$ cat src/rtl/riscv_wb_ctrl_if.sv
// Decode / operand / regfile-write bundle for riscv_wb_ctrl.
// master drives decode fields and stage data; slave is the controller.
interface riscv_wb_ctrl_if #(
  parameter int XLEN   = 32,
  parameter int REG_AW = 5
) ();
  logic              dec_valid_i;
  logic [REG_AW-1:0] dec_rd_i;
  logic              dec_we_i;
  logic              dec_load_i;
  logic              dec_ready_o;
  logic [REG_AW-1:0] AddrA_i;
  logic [REG_AW-1:0] AddrB_i;
  logic              renA_i;
  logic              renB_i;
  logic              flush_i;
  logic [XLEN-1:0]   ex_result_i;
  logic [XLEN-1:0]   mem_rdata_i;
  logic [1:0]        fwd_a_o;
  logic [1:0]        fwd_b_o;
  logic [XLEN-1:0]   fwd_data_a_o;
  logic [XLEN-1:0]   fwd_data_b_o;
  logic              stall_o;
  logic              RegWEn_o;
  logic [REG_AW-1:0] AddrD_o;
  logic [XLEN-1:0]   DataD_o;

  modport master (
    output dec_valid_i, dec_rd_i, dec_we_i, dec_load_i, AddrA_i, AddrB_i,
           renA_i, renB_i, flush_i, ex_result_i, mem_rdata_i,
    input  dec_ready_o, fwd_a_o, fwd_b_o, fwd_data_a_o, fwd_data_b_o,
           stall_o, RegWEn_o, AddrD_o, DataD_o
  );

  modport slave (
    input  dec_valid_i, dec_rd_i, dec_we_i, dec_load_i, AddrA_i, AddrB_i,
           renA_i, renB_i, flush_i, ex_result_i, mem_rdata_i,
    output dec_ready_o, fwd_a_o, fwd_b_o, fwd_data_a_o, fwd_data_b_o,
           stall_o, RegWEn_o, AddrD_o, DataD_o
  );
endinterface

$ cat src/rtl/riscv_wb_ctrl.sv
// riscv_wb_ctrl: carries rd/result through EX, MEM, WB, drives the regfile
// write port from WB, and resolves decode RAW hazards (forwarding + stalls).
// Optional macro WB_BYPASS_EN: forward from WB (select 3); without it a
// WB-only match stalls one cycle so decode rereads the written regfile.
module riscv_wb_ctrl #(
  parameter int XLEN   = 32,
  parameter int REG_AW = 5
) (
  input logic            clk_i,
  input logic            rst_i,
  riscv_wb_ctrl_if.slave bus
);

  typedef struct packed {
    logic              valid;
    logic [REG_AW-1:0] rd;
    logic              we;
    logic              load;
  } tag_t;

  typedef struct packed {
    logic [1:0]      sel;
    logic [XLEN-1:0] data;
    logic            stl;
  } fwd_t;

  tag_t              ex_q, mem_q;
  logic [XLEN-1:0]   mem_data;
  logic              wb_valid, wb_we;
  logic [REG_AW-1:0] wb_rd;
  logic [XLEN-1:0]   wb_data;
  fwd_t              fa, fb;
  logic              stall;

  function automatic logic hit(input logic v, input logic we,
                               input logic [REG_AW-1:0] rd,
                               input logic [REG_AW-1:0] addr,
                               input logic ren);
    return v & we & (rd == addr) & (addr != '0) & ren;
  endfunction

  // Youngest matching stage wins; a load still in EX cannot be forwarded yet.
  function automatic fwd_t resolve(input logic [REG_AW-1:0] addr,
                                   input logic ren);
    fwd_t r;
    r = '0;
    if (hit(ex_q.valid, ex_q.we, ex_q.rd, addr, ren)) begin
      r.sel  = 2'd1;
      r.data = bus.ex_result_i;
      r.stl  = ex_q.load;
    end else if (hit(mem_q.valid, mem_q.we, mem_q.rd, addr, ren)) begin
      r.sel  = 2'd2;
      r.data = mem_q.load ? bus.mem_rdata_i : mem_data;
    end else if (hit(wb_valid, wb_we, wb_rd, addr, ren)) begin
`ifdef WB_BYPASS_EN
      r.sel  = 2'd3;
      r.data = wb_data;
`else
      r.stl  = 1'b1;
`endif
    end
    return r;
  endfunction

  // Per-source forwarding selection and hazard detection.
  always_comb begin
    fa = resolve(bus.AddrA_i, bus.renA_i);
    fb = resolve(bus.AddrB_i, bus.renB_i);
  end

  assign stall            = fa.stl | fb.stl;
  assign bus.stall_o      = stall;
  assign bus.fwd_a_o      = fa.sel;
  assign bus.fwd_b_o      = fb.sel;
  assign bus.fwd_data_a_o = fa.data;
  assign bus.fwd_data_b_o = fb.data;
  assign bus.dec_ready_o  = bus.dec_valid_i & ~stall & ~bus.flush_i;

  // Write port comes straight from WB flops, so address and data stay aligned.
  assign bus.RegWEn_o = wb_valid & wb_we & (wb_rd != '0);
  assign bus.AddrD_o  = wb_rd;
  assign bus.DataD_o  = wb_data;

  // Stage advance: EX takes decode or a bubble; MEM and WB never stall.
  always_ff @(posedge clk_i or posedge rst_i) begin
    if (rst_i) begin
      ex_q     <= '0;
      mem_q    <= '0;
      mem_data <= '0;
      wb_valid <= 1'b0;
      wb_we    <= 1'b0;
      wb_rd    <= '0;
      wb_data  <= '0;
    end else begin
      if (bus.flush_i | stall) ex_q <= '0;
      else ex_q <= tag_t'{bus.dec_valid_i, bus.dec_rd_i, bus.dec_we_i, bus.dec_load_i};
      mem_q    <= ex_q;
      mem_data <= bus.ex_result_i;
      wb_valid <= mem_q.valid;
      wb_we    <= mem_q.we;
      wb_rd    <= mem_q.rd;
      wb_data  <= mem_q.load ? bus.mem_rdata_i : mem_data;
    end
  end

endmodule

$ cat src/flat_wrapper.sv
// flat-port wrapper written by rule: the top's interface ports become plain ports
module riscv_wb_ctrl_flat 
#(
  parameter int XLEN   = 32,
  parameter int REG_AW = 5
)
  (clk_i, rst_i, bus_dec_valid_i, bus_dec_rd_i, bus_dec_we_i, bus_dec_load_i, bus_AddrA_i, bus_AddrB_i, bus_renA_i, bus_renB_i, bus_flush_i, bus_ex_result_i, bus_mem_rdata_i, bus_dec_ready_o, bus_fwd_a_o, bus_fwd_b_o, bus_fwd_data_a_o, bus_fwd_data_b_o, bus_stall_o, bus_RegWEn_o, bus_AddrD_o, bus_DataD_o);
  riscv_wb_ctrl_if #(.XLEN(XLEN), .REG_AW(REG_AW)) bus_i ();
  input logic clk_i;
  input logic rst_i;
  input wire logic [$bits(bus_i.dec_valid_i)-1:0] bus_dec_valid_i;
  input wire logic [$bits(bus_i.dec_rd_i)-1:0] bus_dec_rd_i;
  input wire logic [$bits(bus_i.dec_we_i)-1:0] bus_dec_we_i;
  input wire logic [$bits(bus_i.dec_load_i)-1:0] bus_dec_load_i;
  input wire logic [$bits(bus_i.AddrA_i)-1:0] bus_AddrA_i;
  input wire logic [$bits(bus_i.AddrB_i)-1:0] bus_AddrB_i;
  input wire logic [$bits(bus_i.renA_i)-1:0] bus_renA_i;
  input wire logic [$bits(bus_i.renB_i)-1:0] bus_renB_i;
  input wire logic [$bits(bus_i.flush_i)-1:0] bus_flush_i;
  input wire logic [$bits(bus_i.ex_result_i)-1:0] bus_ex_result_i;
  input wire logic [$bits(bus_i.mem_rdata_i)-1:0] bus_mem_rdata_i;
  output wire logic [$bits(bus_i.dec_ready_o)-1:0] bus_dec_ready_o;
  output wire logic [$bits(bus_i.fwd_a_o)-1:0] bus_fwd_a_o;
  output wire logic [$bits(bus_i.fwd_b_o)-1:0] bus_fwd_b_o;
  output wire logic [$bits(bus_i.fwd_data_a_o)-1:0] bus_fwd_data_a_o;
  output wire logic [$bits(bus_i.fwd_data_b_o)-1:0] bus_fwd_data_b_o;
  output wire logic [$bits(bus_i.stall_o)-1:0] bus_stall_o;
  output wire logic [$bits(bus_i.RegWEn_o)-1:0] bus_RegWEn_o;
  output wire logic [$bits(bus_i.AddrD_o)-1:0] bus_AddrD_o;
  output wire logic [$bits(bus_i.DataD_o)-1:0] bus_DataD_o;
  assign bus_i.dec_valid_i = bus_dec_valid_i;
  assign bus_i.dec_rd_i = bus_dec_rd_i;
  assign bus_i.dec_we_i = bus_dec_we_i;
  assign bus_i.dec_load_i = bus_dec_load_i;
  assign bus_i.AddrA_i = bus_AddrA_i;
  assign bus_i.AddrB_i = bus_AddrB_i;
  assign bus_i.renA_i = bus_renA_i;
  assign bus_i.renB_i = bus_renB_i;
  assign bus_i.flush_i = bus_flush_i;
  assign bus_i.ex_result_i = bus_ex_result_i;
  assign bus_i.mem_rdata_i = bus_mem_rdata_i;
  assign bus_dec_ready_o = bus_i.dec_ready_o;
  assign bus_fwd_a_o = bus_i.fwd_a_o;
  assign bus_fwd_b_o = bus_i.fwd_b_o;
  assign bus_fwd_data_a_o = bus_i.fwd_data_a_o;
  assign bus_fwd_data_b_o = bus_i.fwd_data_b_o;
  assign bus_stall_o = bus_i.stall_o;
  assign bus_RegWEn_o = bus_i.RegWEn_o;
  assign bus_AddrD_o = bus_i.AddrD_o;
  assign bus_DataD_o = bus_i.DataD_o;
  riscv_wb_ctrl #(.XLEN(XLEN), .REG_AW(REG_AW)) u_core (.clk_i(clk_i), .rst_i(rst_i), .bus(bus_i));
endmodule
$ cat config.mk
export PLATFORM = sky130hd
export DESIGN_NAME = riscv_wb_ctrl_flat
export DESIGN_NICKNAME = d
export VERILOG_FILES = /design/src/rtl/riscv_wb_ctrl_if.sv /design/src/rtl/riscv_wb_ctrl.sv /design/src/flat_wrapper.sv
export SDC_FILE = /design/constraint.sdc
export NUM_CORES = 1
export LEC_CHECK = 0
export ABC_AREA = 1
export BUFFER_PORTS_ARGS = -buffer_cell sky130_fd_sc_hd__buf_2
export CORE_MARGIN = 10
export CORE_UTILIZATION = 42
export DETAILED_ROUTE_END_ITERATION = 10
export PLACE_DENSITY = 0.76
export SETUP_SLACK_MARGIN = 0.05
export SLEW_MARGIN = 30
export SYNTH_ARGS = -nofsm -noshare
export SYNTH_HDL_FRONTEND = slang
export SYNTH_SLANG_ARGS = --single-unit
$ cat constraint.sdc
create_clock -name clk_i -period 2.35 [get_ports clk_i]
set_input_delay 0.235 -clock clk_i [delete_from_list [all_inputs] [get_ports clk_i]]
set_output_delay 0.235 -clock clk_i [all_outputs]
set_load 0.02 [all_outputs]
==> run metrics, run 1 <==
PwrDens=546.8 mW/mm²; Worst Skew=around 0.011 ns; R2R Setup Slk=0.74 ns; Die Area=0.01411 mm²; CP Capture Point=bus_fwd_data_b_o[20]; crit path DAT=1.95 ns; first-pass GRT wire length=about 22 mm; Clock Power Share=32.3%; Worst-Margin Slew=0.6051 ns; Yosys reg bits=87; Final Wtd Congestion=about 0.94; Tmin final=2.182 ns; commonest non-fill, non-tap cell in the layout=nand2_1; Crit Path Category=reg2out; CP Launch Type=flop; Initial DRC Count=about 340; Clock Pin Slew Worst Setup and Hold Paths=0.08 ns; Overflow after GRT=0; root buffer cell=clkbuf_8; synthesized cell area=roughly 0.0041 mm²; Hold/Removal Path Class=in2reg; final wirelength=13.58 mm; CTS buffer count=9; via count=4180; # Max-Cap Violations=0; routed len/inst=roughly 15 µm; die span in y=118.8 µm; Area contributors post-synth=dfrtp_1, nand2_1, inv_1; H-tree levels=3; Worst R2R End=u_core.ex_q[5]$_DFF_PP0_; YS warnings=0; Net Switching=0.8796 mW; total chip power=3.146 mW; # DRC=0; Final HPWL DP=10.34 mm; GRT Total Usage=between 10% and 20%; Setup-failing EPs final=0; Pleak=3.284 nW; Yosys top cell area share=53.10%; Max Slew Vio Count=0; Worst Path Max Fanout=27; vias in the first global route=between 4000 and 5000; CP Capture Type=output port; Req. time, crit path=2.12 ns; Slowest Stage Delay on Critical Path=approximately 0.42 ns; most frequent cells in the layout=nand2_1, buf_2, dfrtp_1; largest net degree at the start of global routing=38; post-layout net count=842; Mapped Nets=slightly above 600; DR pass1 iterations=5; Slew HR=59.58%; VDD IR-drop max=about 0.27 mV; status=finished clean; Detail Route Antenna Nets=0; count of final hold-check violations=0; average cell area after synthesis=7.736 µm²; Core ar.=a little under 0.01 mm²; CTS tree=yes; unrepaired setup endpoints after global routing=yes; combinational share of power=15.9%; Reg2Reg Depth=8; Setup TNS=0 ns; Max Fclk=0.4583 GHz; largest area contributor in the netlist=dfrtp_1; sequential area share after synthesis=53.10%; CTS sink cnt=87; # rows=36; Worst Setup SP=u_core.mem_q[6]$_DFF_PP0_; Ports=195; most frequent CP cell=nand2_1; layout cells sized above 1=32.94%; internal power=2.266 mW; origin of the critical flop-to-flop path=u_core.ex_q[4]$_DFF_PP0_; vias per cell=approximately 4.7; period utilization=92.84%; initial antenna violation count=1; worst-skew pair later-pin latency=0.35 ns; port bufs=194; Chip Width=118.8 µm; critical-path cell list=inv_1 > nand2_1 > nand2_1 > nand2_1 > nor2_2 > nand2_2 > nor2_4 > buf_12 > nand2_1 > o21ai_1 > buf_2; FILL cells=884; Sw Share=between 20% and 30%; Layout area overhead=40.31%; Cell variety after synth=21; Post-Syn Instances=530; CTS max path bufs=2; Starting Density=42.54%; Worst path slowest cell=dfrtp_1; Reg power frac=51.8%
## registers in the layout, indices dropped and copies added (netlist names)
register,flops
u_core.bus.AddrD_o,5
u_core.ex_q,8
u_core.wb_valid,1
u_core.wb_we,1
u_core.mem_q,8
u_core.bus.DataD_o,32
u_core.mem_data,32
## worst max-delay path: cells and delay by family (launching register included)
kind	cells	cell delay [ns]
and+or+nand+nor	7	0.62
buffers and inverters	3	0.47
DFF	1	0.42
AOI/OAI and AO/OA	1	0.09
## kinds of logic (layout without fill, tap and decap cells)
kind of cell | after synthesis | after routing | share of synthesized area, %
compound gates | 68 | 68 | 8.392
other cells | 0 | 1 | 0
simple gates | 272 | 272 | 26.58
flops | 87 | 87 | 53.10
xor+xnor | 13 | 13 | 2.777
buf+inv | 90 | 319 | 9.155
## synthesized netlist by cell type
cell        n
a21oi_1     2
a21oi_2     1
buf_4       2
buf_6       4
clkbuf_1   13
dfrtp_1    87
inv_1      66
inv_2       5
nand2_1   223
nand2_2     2
nand2_4     1
nand3_1     5
nand3_2     2
nand4_1     3
nand4_4     1
nor2_1     32
nor2_2      2
nor2_4      1
o21ai_0    34
o21ai_1    31
xnor2_1    13
## how the worst min path moves through the flow
stage | start | to | slack (ns) | cells past startpoint
floorplan | bus_ex_result_i[0] | u_core.mem_data[0]$_DFF_PP0_ | 0.27 | 0
global placement | rst_i | u_core.bus.DataD_o[23]$_DFF_PP0_ | 0.33 | 2
detailed placement | rst_i | u_core.bus.DataD_o[23]$_DFF_PP0_ | 0.34 | 2
CTS | bus_ex_result_i[31] | u_core.mem_data[31]$_DFF_PP0_ | 0.0004 | 1
global route | bus_ex_result_i[26] | u_core.mem_data[26]$_DFF_PP0_ | 0.0008 | 1
finish | bus_ex_result_i[26] | u_core.mem_data[26]$_DFF_PP0_ | 0.02 | 1
## stage by stage
stage                     hold WS, ns  instance area, µm²  utilization [%]  instances  setup slack, ns
after floorplan                0.2664                4104                -        530           0.5588
after global placement         0.3322                5225            54.21        847           0.3433
after detailed placement       0.3372                5225            54.21        847           0.3301
after CTS                   0.0004111                5634            58.45        883          0.05484
after global routing        0.0007513                5753            59.68        893          0.01929
final                         0.02374                5753            59.68        893           0.1682
## repair_timing
| item | CTS | global route |
|---|---|---|
| endpoints found under the hold margin | 44 | 3 |
| resized for setup | 2 | 16 |
| pin swaps | 1 | 3 |
| endpoints found under the setup margin | 33 | 65 |
| buffers inserted | 1 | 6 |
| hold buffers | 20 | 3 |
## power groups by stage
| stage | registers [mW] | logic, mW | clock network, mW |
|---|---|---|---|
| after floorplan | 1.71 | 0.191 | 0 |
| after global placement | 1.65 | 0.455 | 0 |
| after detailed placement | 1.66 | 0.461 | 0 |
| after CTS | 1.63 | 0.490 | 1.06 |
| after global routing | 1.64 | 0.553 | 1.12 |
| final | 1.63 | 0.500 | 1.02 |
## metal layers
metal | track usage, % | wire [µm] | part of all wire, %
met2 | 31.54 | 6639 | 49
met3 | 5.045 | 1025 | 7.5
met1 | 20.56 | 5357 | 39
met4 | 10.38 | 554 | 4.1
met5 | 0 | 0 | 0
## area by class of cell
type	count	area [µm²]	share of cell area (%)
sequential	87	2178	37.86
multi-input combinational	353	1578	27.42
timing repair buffer	233	1364	23.71
inverter	71	270.3	4.698
tap	133	166.4	2.893
clock buffer	9	123.9	2.153
clock inverter	6	70.07	1.218
antenna	1	2.502	0.04350
(Power assumes the default switching activity.)
==> inputs of run 2 (changes only) <==
CORE_UTILIZATION = 40   (was 42)
PLACE_DENSITY = 0.71   (was 0.76)
clock period = 2.4 ns   (was 2.35 ns; I/O delays follow)
==> run 2 against run 1 <==
The flow now finishes with violations (hold timing). Register-to-register slack got worse by 0.11 ns. Combinational power is 1% lower. Routed wire length up 6.0%. First-iteration DRC count decreased by 11%. Cell count increased by 0.22%. Clock-buffer cell count grew 1. Sequential share of layout area fell by 0.87 points. Setup slack better by 0.0069 ns. Sequential power down 2%. Hold slack worse by 0.030 ns. Highest routed layer unchanged.
==> run metrics, run 2 (synthesis results as in run 1) <==
Worst Path Max Fanout=34 (+26%); combinational share of power=15.0% (-0.9 points); Slew HR=68.61% (+9.0 points); Net Switching=0.8689 mW (-1.2%); crit path DAT=1.98 ns (+0.03 ns); post-layout net count=845 (+0.36%); Layout area overhead=43.52%; Reg power frac=48.3% (-3.5 points); Overflow after GRT=0 (unchanged); DR pass1 iterations=5 (unchanged); origin of the critical flop-to-flop path=u_core.ex_q[3]$_DFF_PP0_; CTS tree=yes; vias in the first global route=4378 (+0.57%); layout cells sized above 1=32.68% (-0.26 points); die span in y=121.2 µm (+2.1%); Ports=195 (unchanged); CTS max path bufs=2 (unchanged); Final Wtd Congestion=0.8958 (-4.4%); Req. time, crit path=2.16 ns (+0.04 ns); # DRC=0 (unchanged); port bufs=194 (unchanged); Max Fclk=0.4495 GHz; H-tree levels=3 (unchanged); root buffer cell=clkbuf_8; Detail Route Antenna Nets=0 (unchanged); Max Slew Vio Count=0 (unchanged); period utilization=a little over 90%; commonest non-fill, non-tap cell in the layout=nand2_1; Initial DRC Count=305 (-11%); hold_ws=-0.005955 ns (-0.02969 ns); Final HPWL DP=10.38 mm (+0.35%); Clock Power Share=36.8% (+4.5 points); count of final hold-check violations=3 (+3); Crit Path Category=reg2out; Sw Share=26.35% (-1.6 points); largest net degree at the start of global routing=88 (+130%); Setup TNS=0 ns (unchanged); final wirelength=14.39 mm (+6.0%); failing checks=hold timing; total chip power=3.297 mW (+4.8%); Final WS setup=0.1751 ns (+0.006914 ns); R2R Setup Slk=0.63 ns (-0.11 ns); vias per cell=4.661 (-0.41%); routed len/inst=16.08 µm (+5.8%); first-pass GRT wire length=22.58 mm (+3.6%); CTS sink cnt=87 (unchanged); Hold/Removal Path Class=in2async; most frequent cells in the layout=nand2_1, buf_2, dfrtp_1; worst-skew pair later-pin latency=0.36 ns (about the same); VDD IR-drop max=0.2486 mV (-7.9%); n_diodes=0 (-1); Worst Skew=0.01049 ns (-0.0006938 ns); CP Launch Type=flop; # rows=36 (unchanged); Die Area=0.01470 mm² (+4.2%); via count=4172 (-0.19%); PwrDens=560.3 mW/mm² (+2.5%); Pleak=3.329 nW (+1.4%); # Max-Cap Violations=0 (unchanged); unrepaired setup endpoints after global routing=no; Starting Density=41.57% (-0.97 points); Chip Width=121.2 µm (+2.1%); initial antenna violation count=0 (-1); CP Capture Type=output port; Clock Pin Slew Worst Setup and Hold Paths=0.08 ns (about the same); Worst-Margin Slew=0.4708 ns (-0.1342 ns); Setup-failing EPs final=0 (unchanged); internal power=2.428 mW (+7.1%); Worst Setup SP=u_core.ex_q[3]$_DFF_PP0_; CTS buffer count=9 (unchanged); DP Worst Slack=0.1398 ns (-0.1903 ns); GRT Total Usage=19.21% (+0.68 points); status=finished with violations; Tmin final=2.225 ns; Core ar.=0.009864 mm² (+2.3%)
[run 2: cell types whose count changed in the layout (fill, tap and decap cells not counted), sizes merged]
cell         before  now
bufinv            1    3
diode             1    0
inv              72   70
buf             210  209
clkinv            0    1
clkinvlp          4    2
clkbuf            9   10
nor2             35   36
dlygate4sd3      23   26
[run 2: timing repair]
| item | 4_1_cts | 5_1_grt |
|---|---|---|
| hold endpoints to repair | 23 | 3 |
| hold buffers | 23 | 3 |
| resized for setup | 5 | 21 |
| pin swaps | 3 | 0 |
| buffers inserted | 6 | 2 |
| setup endpoints to repair | 57 | 56 |
| cloned | 1 | 0 |
[run 2: critical path, stage by stage, from the launching register on]
cell and delay (ns):
dfrtp_1 0.45, xnor2_1 0.15, nand2_1 0.09, nor2_2 0.05
nand2_4 0.07, buf_12 0.19, nand2_1 0.08, nand2_1 0.12
nand4_4 0.13, nor2_1 0.10, buf_2 0.16
[run 2: cell type report]
cell class                      instances  area [µm²]
Multi-Input combinational cell        354        1602
Clock buffer                           10       127.6
Fill cell                             884        3980
Tap cell                              133       166.4
Inverter                               71       275.3
Clock inverter                          5       106.4
Timing Repair Buffer                  235        1430
Sequential cell                        87        2177
[run 2: metal layers]
layer / global-route usage, % / up-vias / routed length [µm]
li1: - / 2059 / -
met1: 22.08 / 1906 / 5660
met2: 32.45 / 180 / 7029
met3: 6.142 / 27 / 1291
met4: 7.750 / 0 / 409
met5: 0 / - / 0
[run 2: final timing paths]
| path | cells past startpoint | end |
|---|---|---|
| max | 10 | bus_dec_ready_o |
| min | 3 | u_core.bus.DataD_o[28]$_DFF_PP0_ |
| max reg2reg | 10 | u_core.ex_q[1]$_DFF_PP0_ |
| min reg2reg | 0 | u_core.wb_valid$_DFF_PP0_ |
| max in group asynchronous | 3 | u_core.bus.AddrD_o[4]$_DFF_PP0_ |
| min in group clk_i | 1 | u_core.mem_data[27]$_DFF_PP0_ |
[run 2: stage by stage]
stage	hold slack, ns	std cells	area [µm²]	util (%)
after detailed placement	0.3607	845	5210	52.82
after global placement	0.3604	845	5210	52.82
after global routing	0.0007559	895	5884	59.65
after CTS	0.0004386	890	5762	58.41
after floorplan	0.2714	530	4104	-
final	-0.005955	895	5884	59.65
[run 2: power groups by stage]
stage / Sequential [mW] / Combinational [mW] / Clock, mW
floorplan: 1.68 / 0.187 / 0
global placement: 1.62 / 0.448 / 0
detailed placement: 1.62 / 0.455 / 0
CTS: 1.59 / 0.489 / 1.25
global route: 1.60 / 0.551 / 1.30
finish: 1.59 / 0.493 / 1.21
